**src/rtl/imm_gen_pipe.sv**
```systemverilog
// RISC-V immediate generator with a valid/ready skid-free pipeline.
// Decode happens ahead of stage 0; later stages only move the result.
module imm_gen_pipe #(
    parameter int XLEN   = 32,
    parameter int STAGES = 2
) (
    input  logic            clk,
    input  logic            rst,
    input  logic            flush,
    input  logic            in_valid,
    output logic            in_ready,
    input  logic [31:0]     instr,
    input  logic [2:0]      immSrc,
    output logic            out_valid,
    input  logic            out_ready,
    output logic [XLEN-1:0] immOut,
    output logic            immErr,
    output logic [15:0]     err_count
);

    localparam int LAST = STAGES - 1;

    logic [31:0]       imm32;
    logic              dec_err;
    logic [XLEN-1:0]   dec_imm;
    logic              unused_opcode;

    logic [STAGES-1:0] valid_q, valid_d;
    logic [STAGES-1:0] err_q, err_d;
    logic [XLEN-1:0]   imm_q [STAGES];
    logic [XLEN-1:0]   imm_d [STAGES];
    logic [STAGES-1:0] ld;
    logic [15:0]       err_count_q, err_count_d;
    logic              out_hs_err;

    assign unused_opcode = ^instr[6:0];

    // Z is built with a clear top bit so one sign-extension serves all formats
    always_comb begin
        imm32   = '0;
        dec_err = 1'b0;
        unique case (1'b1)
            (immSrc == 3'b000): imm32 = {{20{instr[31]}}, instr[31:20]};
            (immSrc == 3'b001): imm32 = {{20{instr[31]}}, instr[31:25],
                                         instr[11:7]};
            (immSrc == 3'b010): imm32 = {{19{instr[31]}}, instr[31], instr[7],
                                         instr[30:25], instr[11:8], 1'b0};
            (immSrc == 3'b011): imm32 = {instr[31:12], 12'b0};
            (immSrc == 3'b100): imm32 = {{11{instr[31]}}, instr[31],
                                         instr[19:12], instr[20],
                                         instr[30:21], 1'b0};
            (immSrc == 3'b101): imm32 = {27'b0, instr[19:15]};
            default:            dec_err = 1'b1;
        endcase
        dec_imm = XLEN'($signed(imm32));
    end

    // Load enables ripple back from out_ready so a full pipe still streams
    always_comb begin
        logic nxt;
        ld  = '0;
        nxt = out_ready;
        for (int k = LAST; k >= 0; k--) begin
            ld[k] = !valid_q[k] || nxt;
            nxt   = ld[k];
        end
    end

    assign in_ready  = ld[0];
    assign out_valid = valid_q[LAST];
    assign immOut    = imm_q[LAST];
    assign immErr    = err_q[LAST];

    always_comb begin
        valid_d = valid_q;
        err_d   = err_q;
        for (int k = 0; k < STAGES; k++) begin
            imm_d[k] = imm_q[k];
        end
        if (ld[0]) begin
            valid_d[0] = in_valid;
            imm_d[0]   = dec_imm;
            err_d[0]   = dec_err;
        end
        for (int k = 1; k < STAGES; k++) begin
            if (ld[k]) begin
                valid_d[k] = valid_q[k-1];
                imm_d[k]   = imm_q[k-1];
                err_d[k]   = err_q[k-1];
            end
        end
        if (flush) begin
            valid_d = '0;
        end
    end

    // An item leaving in a flush cycle is treated as killed, never counted
    assign out_hs_err = valid_q[LAST] && out_ready && err_q[LAST] && !flush;

    always_comb begin
        err_count_d = err_count_q;
        if (out_hs_err && (err_count_q != 16'hFFFF)) begin
            err_count_d = err_count_q + 16'd1;
        end
    end

    assign err_count = err_count_q;

    always_ff @(posedge clk or posedge rst) begin
        if (rst) begin
            valid_q     <= '0;
            err_q       <= '0;
            err_count_q <= '0;
            for (int k = 0; k < STAGES; k++) begin
                imm_q[k] <= '0;
            end
        end else begin
            valid_q     <= valid_d;
            err_q       <= err_d;
            err_count_q <= err_count_d;
            for (int k = 0; k < STAGES; k++) begin
                imm_q[k] <= imm_d[k];
            end
        end
    end

endmodule

```
**config.mk**
```make
export PLATFORM = sky130hd
export DESIGN_NAME = imm_gen_pipe
export DESIGN_NICKNAME = d
export VERILOG_FILES = /design/src/rtl/imm_gen_pipe.sv
export SDC_FILE = /design/constraint.sdc
export NUM_CORES = 1
export LEC_CHECK = 0
export ABC_AREA = 1
export BUFFER_PORTS_ARGS = -buffer_cell sky130_fd_sc_hd__buf_2
export CAP_MARGIN = 20
export CELL_PAD_IN_SITES_DETAIL_PLACEMENT = 0
export CELL_PAD_IN_SITES_GLOBAL_PLACEMENT = 1
export CORE_MARGIN = 3
export CORE_UTILIZATION = 36
export DETAILED_ROUTE_END_ITERATION = 7
export GPL_TIMING_DRIVEN = 0
export HOLD_SLACK_MARGIN = 0.15
export PLACE_DENSITY_LB_ADDON = 0.12
export SLEW_MARGIN = 30
export SYNTH_ARGS = -nofsm -noshare
export SYNTH_HDL_FRONTEND = slang
export SYNTH_SLANG_ARGS = --single-unit
```
**constraint.sdc**
```tcl
create_clock -name clk -period 2.25 [get_ports clk]
set_input_delay 0.1125 -clock clk [delete_from_list [all_inputs] [get_ports clk]]
set_output_delay 0.1125 -clock clk [all_outputs]
set_load 0.01 [all_outputs]
```
Word level (Yosys, flattened, before mapping) --
Index checks and enable logic that the tools add are counted.
Storage, ports and cells: register bits after elaboration 84, bits of input ports 40, output and inout bits 51, word-level logic and storage cells 32
Cells by class: $add $sub $neg 1, eq/ne operators 6, multiplexer cells 5, reductions and logical operators 13
Operator list (count):
- 32-bit case mux with 6 select lines | 1
- 16-bit by 1-bit adder with 16-bit output, second input constant | 1
- 16-bit inequality test, second input constant | 1
- 3-bit by 2-bit == test with 1-bit output, second input constant | 2
- 3-bit == test, second input constant | 2
- 6-bit OR reduction | 1
- 1-bit logical AND | 4
- 2-bit nonzero test | 2
- 3-bit by 1-bit == test with 1-bit output, second input constant | 1
- 1-bit zero test | 3
- 3-bit zero test | 1
- 1-bit 2-to-1 mux | 3
- 1-bit logical OR | 2
- 2-bit 2-to-1 mux | 1

Longest topological paths before layout --
Gate-level depths: netlist of run 1.
depth in word-level cells 5, mapped depth 9, mapped depth without buffers 9

Worst setup path before layout of run 1 --
Ideal clock, no wire load.
path kind flip-flop to flip-flop, start point reg err_count_q[0], in the netlist err_count[0], end point reg err_count_q[0], in the netlist err_count[0], setup time 65 ps, arrival time 1351 ps, required time 2185 ps, setup slack 834 ps, cell stages (with the launch flop) 9, buffers on the path 1, period minus slack after synthesis 1416 ps, cell sequence dfrtp_1 > ha_1 > nand3_2 > nor2_2 > nand2_2 > nand2_4 > buf_12 > nand2_1 > nand2_1
On the way: cells in the longest elaborated chain, start to end 2, elaborated cells on any way between the ends 3, those cells by class 1 x add/sub; 1 x eq/ne; 1 x reduce/logical
RTL lines:
- start: declaration | RTL line 33 | logic [15:0] err_count_q, err_count_d;
- start signal: assignment | RTL line 120 | err_count_q <= err_count_d;
- parallel branches: the longest is 2 deep, another holds 16-bit by 1-bit adder with 16-bit output
Parallel ways; which one is timed is not known. A chain may end at the register's enable or synchronous reset.

Worst setup path after layout of run 1 --
start point reg valid_q[1], end point reg err_q[0]
On the way: cells in the longest elaborated chain, start to end 3
RTL lines:
- start: declaration | RTL line 28 | logic [STAGES-1:0] valid_q, valid_d;
- start signal: assignment | RTL line 118 | valid_q <= valid_d;
- 1-bit zero test | RTL line 64 | ld[k] = !valid_q[k] || nxt;
- 1-bit logical OR (2 in series) | RTL line 64
- end signal: assignment | RTL line 119 | err_q <= err_d;
- end: declaration | RTL line 29 | logic [STAGES-1:0] err_q, err_d;
No other way between the ends.

==> summary.txt, run 1 <==
Flip-flop and latch area: 2100 µm²
Vias in the first global route: 3574
Total standard cell area after synthesis: 4130 µm²
Hold_ws: 0.158 ns
Reg2reg start: valid_q[1]$_DFFE_PP0P_
Final count of negative-setup-slack endpoints: 0
Unique masters post-synth: 24
Worst path required time: 2.51 ns
Path class of the lowest-slack min-delay path: in -> reg
Rel. slew slack: 62.0%
Floorplan die height: 113 µm
TritonCTS clock tree: yes
Combined global-route utilization of all metal layers: 16.9%
Maximum fanout encountered on the critical timing path: 10
Post-CTS repair timing setup buffer count: 0
Setup total negative slack: 0 ns
Initial cell density of the core: 37.5%
Net count after synthesis: 555
Via/cell ratio: 4.58
Fill cell total of the finished layout: 1161
H-tree levels: 3
Top delay family on crit path: buffers and inverters
Synth-to-layout area growth: 27.3%
Maximum number of pins on one net before global-route repair: 31
Type of the worst setup path: reg -> reg
Gp weighted congestion: 0.856
Die area: 12800 µm²
Total via count in the routed design: 3548
Crit path capture: err_q[0]$_DFFE_PP0P_
Max Root-Sink Buffers: 2
Area share of the largest cell type after synthesis: 50.9%
Fraction of the cycle the final worst path needs: 87.6%
Quantity of I/O buffers inserted on ports: 83
Sort of element at the end of the critical path: flop
Highest clock frequency the design can meet: 0.508 GHz
Area taken by multi-input logic gates: 1460 µm²
HPWL Detailed: 7700 µm
Met2 layer wire length in the routed design: 4820 µm
Delay contributed by the slowest stage of the critical path: 0.58 ns
Number of max-slew violations in the final report: 0
Status: completed
Leading post-synthesis cells by cell area: sky130_fd_sc_hd__dfrtp_1 51%, sky130_fd_sc_hd__nand2_1 15%, sky130_fd_sc_hd__o21ai_0 7.6%, sky130_fd_sc_hd__buf_4 5.8%, sky130_fd_sc_hd__inv_1 5.4%
Total number of clock tree sinks: 84
Share of synthesized area spent on multiplexers: 0%
RSZ-0062 raised after global routing: no
Clock root cell: sky130_fd_sc_hd__clkbuf_16
Xor/xnor cell area share of the yosys netlist: 1.70%
Worst Reg2Reg Path Length in Cells: 7
Number of placement rows: 38
Inserted Diodes: 0
Total count of hold-check failures in the final report: 0
Warnings from Yosys: 0
Worst vdd ir: 0.475 mV
Antenna violations before repair: 0
Worst setup path start: valid_q[1]$_DFFE_PP0P_
Total CTS buffers: 9
Fraction of the mapped netlist area in simple logic gates: 23.6%
Cell count along the critical path: 7
Clock latency of the later-clocked register in the worst-skew pair: 0.33 ns
Pwr/cell area: 698 nW/µm²
I/O pin total: 91
Adder-cell share of the synthesized area: 0.303%
Transition time at the pin with the least slew margin: 0.570 ns
Arrival time of data at the critical path endpoint: 2.23 ns
CP Buf/Inv Count: 3
CTS Hold Buffers Added: 18
Largest family of logic cells by synthesized area: simple AND/OR/NAND/NOR gates
Cell chain of the critical path: inv_1 > nor2_1 > nand2_1 > clkbuf_1 > nand3_1 > dlygate4sd3_1 > o21ai_0
Final net count: 670
Top layer used by detailed routing: met4
Top library cells by usage in the layout, fill and taps aside: 160 x sky130_fd_sc_hd__nand2_1, 89 x sky130_fd_sc_hd__buf_2, 84 x sky130_fd_sc_hd__dfrtp_1, 63 x sky130_fd_sc_hd__o21ai_0, 59 x sky130_fd_sc_hd__inv_1
Antenna viol nets, final: 0
Share of the synthesized area in compound gates (AO/OA/AOI/OAI): 9.78%
Gate Count Post-Synth: 514
Detailed Route Iter0 Violations: 151
Clock-pin slew on the worst setup and hold paths: 0.06 ns
Routed WL: 10100 µm
Pre-Repair DR Iteration Count: 4
Static leakage power: 2.74 nW
Synthesis-stage register bit count: 84
Sequential-to-total area share from yosys stat: 50.9%
Share of cells above drive strength 1: 24.6%
Most common cell after layout, fill and taps aside: sky130_fd_sc_hd__nand2_1
Worst reg2reg path endpoint: err_q[0]$_DFFE_PP0P_
Number of DRC violations after detailed routing: 0
Avg Cell Area, Syn: 8.04 µm²
Core Box Area: 11000 µm²
Post_cts resized: 0
GRT overflow: 0
Largest area contributor in the netlist: sky130_fd_sc_hd__dfrtp_1
Average wire per standard cell: 13.1 µm
Routed metal-1 wirelength: 4870 µm
Global-route wire length before repair: 17300 µm
Worst clock skew: 0.00545 ns
Startpoint kind of the worst setup timing path: flop
Detailed-routed wire length on met3: 381 µm
Setup slack on the worst flop-to-flop path: 0.28 ns
Final Critical Period: 1.97 ns
Worst path slowest cell: sky130_fd_sc_hd__dlygate4sd3_1
Width of the die: 113 µm
Max-cap viol count: 0
==> layer usage <==
layer / global-route usage [%] / vias to the layer above
met5: 0 / -
met4: 4.65 / 0
met3: 4.81 / 4
met2: 26.8 / 77
met1: 22.7 / 1657
li1: - / 1810
==> cells by family after synthesis <==
family / count (synthesis)
AO/OA/AOI/OAI: 78
flip-flops: 84
adder cells (fa/ha/maj): 1
buffers and inverters: 111
XOR/XNOR: 8
AND/OR/NAND/NOR: 232
==> flip-flops by register name, summed over array words and instances (netlist names) <==
name       count
imm_q         32
immOut        32
err_count     16
valid_q        2
err_q          2
==> worst min-delay path, delay by kind of cell <==
family          cells  cell delay, ns
simple gates        3            0.16
buf+inv             1            0.09
compound gates      1            0.09
==> how the worst min path moves through the flow <==
stage               cells past startpoint                        to      start  slack [ns]
floorplan                               1    valid_q[0]$_DFFE_PP0P_      flush        0.18
global placement                        2    valid_q[0]$_DFFE_PP0P_      flush        0.31
detailed placement                      2  err_count[0]$_DFFE_PP0P_        rst        0.06
CTS                                     5     imm_q[36]$_DFFE_PP0P_  instr[11]        0.16
global route                            5     imm_q[34]$_DFFE_PP0P_   instr[9]        0.18
finish                                  5     imm_q[36]$_DFFE_PP0P_  instr[11]        0.16
==> area by class of cell <==
class,instances,share of cell area (%)
clock inverters,6,1.24
multi-input cells,319,27.8
well taps,140,3.33
clock buffers,10,4.35
repair buffers,104,12.5
plain buffers,49,6.37
inverters,62,4.49
flip-flops and latches,84,40.0
==> power by group <==
| group | total (mW) | leakage, nW | switching (mW) | internal, mW |
|---|---|---|---|---|
| logic | 0.514 | 1.53 | 0.272 | 0.242 |
| registers | 1.69 | 1.08 | 0.0622 | 1.63 |
| clock network | 1.46 | 0.131 | 0.606 | 0.858 |
==> synthesized netlist by cell type (all sizes together) <==
library cell  number
xnor2              8
nand4              7
clkbuf             9
nor2              27
nand2            168
o21ai             69
dfrtp             84
nand3b             1
inv               62
ha                 1
nand3             29
buf               40
o22ai              3
a21oi              2
o211ai             4
==> through the flow <==
step / utilization [%] / cell area [µm²] / cells / total power [mW] / setup WS, ns
6_report: 47.7 / 5260 / 774 / 3.67 / 0.280
5_1_grt: 47.7 / 5260 / 774 / 3.87 / 0.107
4_1_cts: 47.7 / 5260 / 774 / 3.72 / 0.261
3_5_place_dp: 43.4 / 4790 / 740 / 2.22 / 0.674
3_3_place_gp: 42.9 / 4730 / 737 / 2.20 / 0.523
2_1_floorplan: - / 4140 / 514 / 2.02 / 0.834
Note: power is estimated with default switching activity, not from simulation.
==> inputs of run 2 (changes only) <==
--- a/config.mk
+++ b/config.mk
@@ -11,9 +11,8 @@
 export CELL_PAD_IN_SITES_DETAIL_PLACEMENT = 0
 export CELL_PAD_IN_SITES_GLOBAL_PLACEMENT = 1
 export CORE_MARGIN = 3
-export CORE_UTILIZATION = 36
+export CORE_UTILIZATION = 43
 export DETAILED_ROUTE_END_ITERATION = 7
-export GPL_TIMING_DRIVEN = 0
 export HOLD_SLACK_MARGIN = 0.15
 export PLACE_DENSITY_LB_ADDON = 0.12
 export SLEW_MARGIN = 30
==> constraint.sdc (replaced) <==
create_clock -name clk -period 2.47 [get_ports clk]
set_input_delay 0.1235 -clock clk [delete_from_list [all_inputs] [get_ports clk]]
set_output_delay 0.1235 -clock clk [all_outputs]
set_load 0.01 [all_outputs]
==> run 2 against run 1 <==
Net effect: first-iteration DRC count shrank 8.6%; wire length shrank 11%; die area is 15% lower; largest cell class unchanged; sequential power shrank 9%; power is 19% lower; sequential share of layout area is 3.1 points higher; highest routed layer unchanged; clock skew up 0.0047 ns; sequential cell count unchanged; final cell count shrank 6.8%; largest power group unchanged.
==> summary.txt, run 2 (synthesized netlist as in run 1, its figures left out) <==
Post_cts resized: 0
Final net count: 629
Setup slack on the worst flop-to-flop path: 0.60 ns
Total CTS buffers: 9
Sort of element at the end of the critical path: flop
RSZ-0062 raised after global routing: no
Status: completed
Startpoint kind of the worst setup timing path: flop
Maximum fanout encountered on the critical timing path: 37
Routed WL: 8980 µm
Worst Reg2Reg Path Length in Cells: 6
Highest clock frequency the design can meet: 0.535 GHz
Cell chain of the critical path: inv_1 > nor2_4 > nand2_2 > nand3_1 > dlygate4sd3_1 > o21ai_0
H-tree levels: 3
Width of the die: 104 µm
Path class of the lowest-slack min-delay path: in -> reg
Number of placement rows: 35
Clock root cell: sky130_fd_sc_hd__clkbuf_8
Detailed Route Iter0 Violations: 138
Pwr/cell area: 607 nW/µm²
Setup total negative slack: 0 ns
Hold endpoint: imm_q[36]$_DFFE_PP0P_
Worst path slowest cell: sky130_fd_sc_hd__dlygate4sd3_1
Inserted Diodes: 0
Total number of clock tree sinks: 84
Flip-flop and latch area: 2100 µm²
I/O pin total: 91
Area taken by multi-input logic gates: 1470 µm²
Clock latency of the later-clocked register in the worst-skew pair: 0.35 ns
Area of all placed cells without fillers: 4880 µm²
Worst reg2reg path endpoint: err_q[0]$_DFFE_PP0P_
Delay contributed by the slowest stage of the critical path: 0.58 ns
TritonCTS clock tree: yes
Total via count in the routed design: 3369
Fraction of the cycle the final worst path needs: 75.7%
Final count of negative-setup-slack endpoints: 0
Max-cap viol count: 0
Type of the worst setup path: reg -> reg
Vias in the first global route: 3234
Top library cells by usage in the layout, fill and taps aside: 159 x sky130_fd_sc_hd__nand2_1, 84 x sky130_fd_sc_hd__dfrtp_1, 83 x sky130_fd_sc_hd__buf_2, 63 x sky130_fd_sc_hd__o21ai_0, 59 x sky130_fd_sc_hd__inv_1
Fill cell total of the finished layout: 957
Initial cell density of the core: 44.5%
Hold_sp: instr[24]
Transition time at the pin with the least slew margin: 0.652 ns
Most common cell after layout, fill and taps aside: sky130_fd_sc_hd__nand2_1
Antenna violations before repair: 0
Static leakage power: 2.52 nW
Quantity of I/O buffers inserted on ports: 83
Number of max-slew violations in the final report: 0
Share of cells above drive strength 1: 19.9%
Reg2reg start: valid_q[1]$_DFFE_PP0P_
GRT overflow: 0
Maximum number of pins on one net before global-route repair: 65
Rel. slew slack: 56.5%
Worst path required time: 2.72 ns
Worst clock skew: 0.0101 ns
Core Box Area: 9280 µm²
Antenna viol nets, final: 0
Via/cell ratio: 4.67
Floorplan die height: 104 µm
Final Critical Period: 1.87 ns
Pre-Repair DR Iteration Count: 6
Arrival time of data at the critical path endpoint: 2.12 ns
HPWL Detailed: 6450 µm
Synth-to-layout area growth: 18.1%
Combined global-route utilization of all metal layers: 17.3%
Average wire per standard cell: 12.5 µm
Global-route wire length before repair: 15400 µm
Hold Crit Depth: 5
Total count of hold-check failures in the final report: 0
Top delay family on crit path: buffers and inverters
Gp weighted congestion: 0.888
Number of DRC violations after detailed routing: 0
Max Root-Sink Buffers: 2
CP Buf/Inv Count: 2
Clock-pin slew on the worst setup and hold paths: 0.08 ns
Instance area after placement: 4440 µm²
Die area: 10800 µm²
Worst vdd ir: 0.306 mV
[run 2: what timing repair did]
item                      in CTS  in global routing
setup buffers                  0                  0
hold endpoints to repair      57                  0
hold buffers                  24                  0
[run 2: power breakdown]
group | switching [mW] | total [mW] | internal, mW
logic | 0.227 | 0.382 | 0.154
registers | 0.0557 | 1.54 | 1.48
clock network | 0.478 | 1.04 | 0.565
[run 2: area by class of cell]
class                      instances  share of cell area (%)
timing repair buffer             112                    14.5
sequential                        84                    43.1
clock buffer                      11                    2.69
inverter                          62                    4.79
clock inverter                     4                    1.54
tap                              129                    3.31
multi-input combinational        319                    30.2
[run 2: tightest hold or removal path, stage by stage]
cell	delay [ns]
sky130_fd_sc_hd__buf_2	0.10
sky130_fd_sc_hd__inv_1	0.06
sky130_fd_sc_hd__o211ai_1	0.09
sky130_fd_sc_hd__nand2_1	0.07
sky130_fd_sc_hd__nand2_1	0.05
[run 2: worst max-delay path by stage]
stage                                         from                  endpoint  cells after the start
after floorplan                                rst  err_count[0]$_DFFE_PP0P_                      1
after global placement    err_count[0]$_DFFE_PP0P_  err_count[5]$_DFFE_PP0P_                      6
after detailed placement  err_count[0]$_DFFE_PP0P_  err_count[2]$_DFFE_PP0P_                      6
after CTS                   valid_q[1]$_DFFE_PP0P_      err_q[0]$_DFFE_PP0P_                      6
after global routing        valid_q[1]$_DFFE_PP0P_      err_q[0]$_DFFE_PP0P_                      6
final                       valid_q[1]$_DFFE_PP0P_      err_q[0]$_DFFE_PP0P_                      6
[run 2: through the flow]
step	hold WS (ns)	instances	worst slack, ns	power (mW)	utilization [%]
2_1_floorplan	0.187	514	0.181	1.84	-
3_3_place_gp	0.226	682	0.959	1.92	47.8
3_5_place_dp	0.242	682	0.938	1.93	47.8
4_1_cts	0.163	721	0.576	3.02	52.6
5_1_grt	0.187	721	0.420	3.13	52.6
6_report	0.171	721	0.600	2.96	52.6
[run 2: layer usage]
layer / track usage (%) / routed length [µm] / part of all wire (%) / vias to the layer above
met5: 0 / 0 / 0 / -
met4: 4.94 / 111 / 1.2 / 0
met3: 4.47 / 454 / 5.1 / 9
met2: 30.0 / 4410 / 49 / 69
met1: 21.5 / 4010 / 45 / 1565
li1: - / - / - / 1726
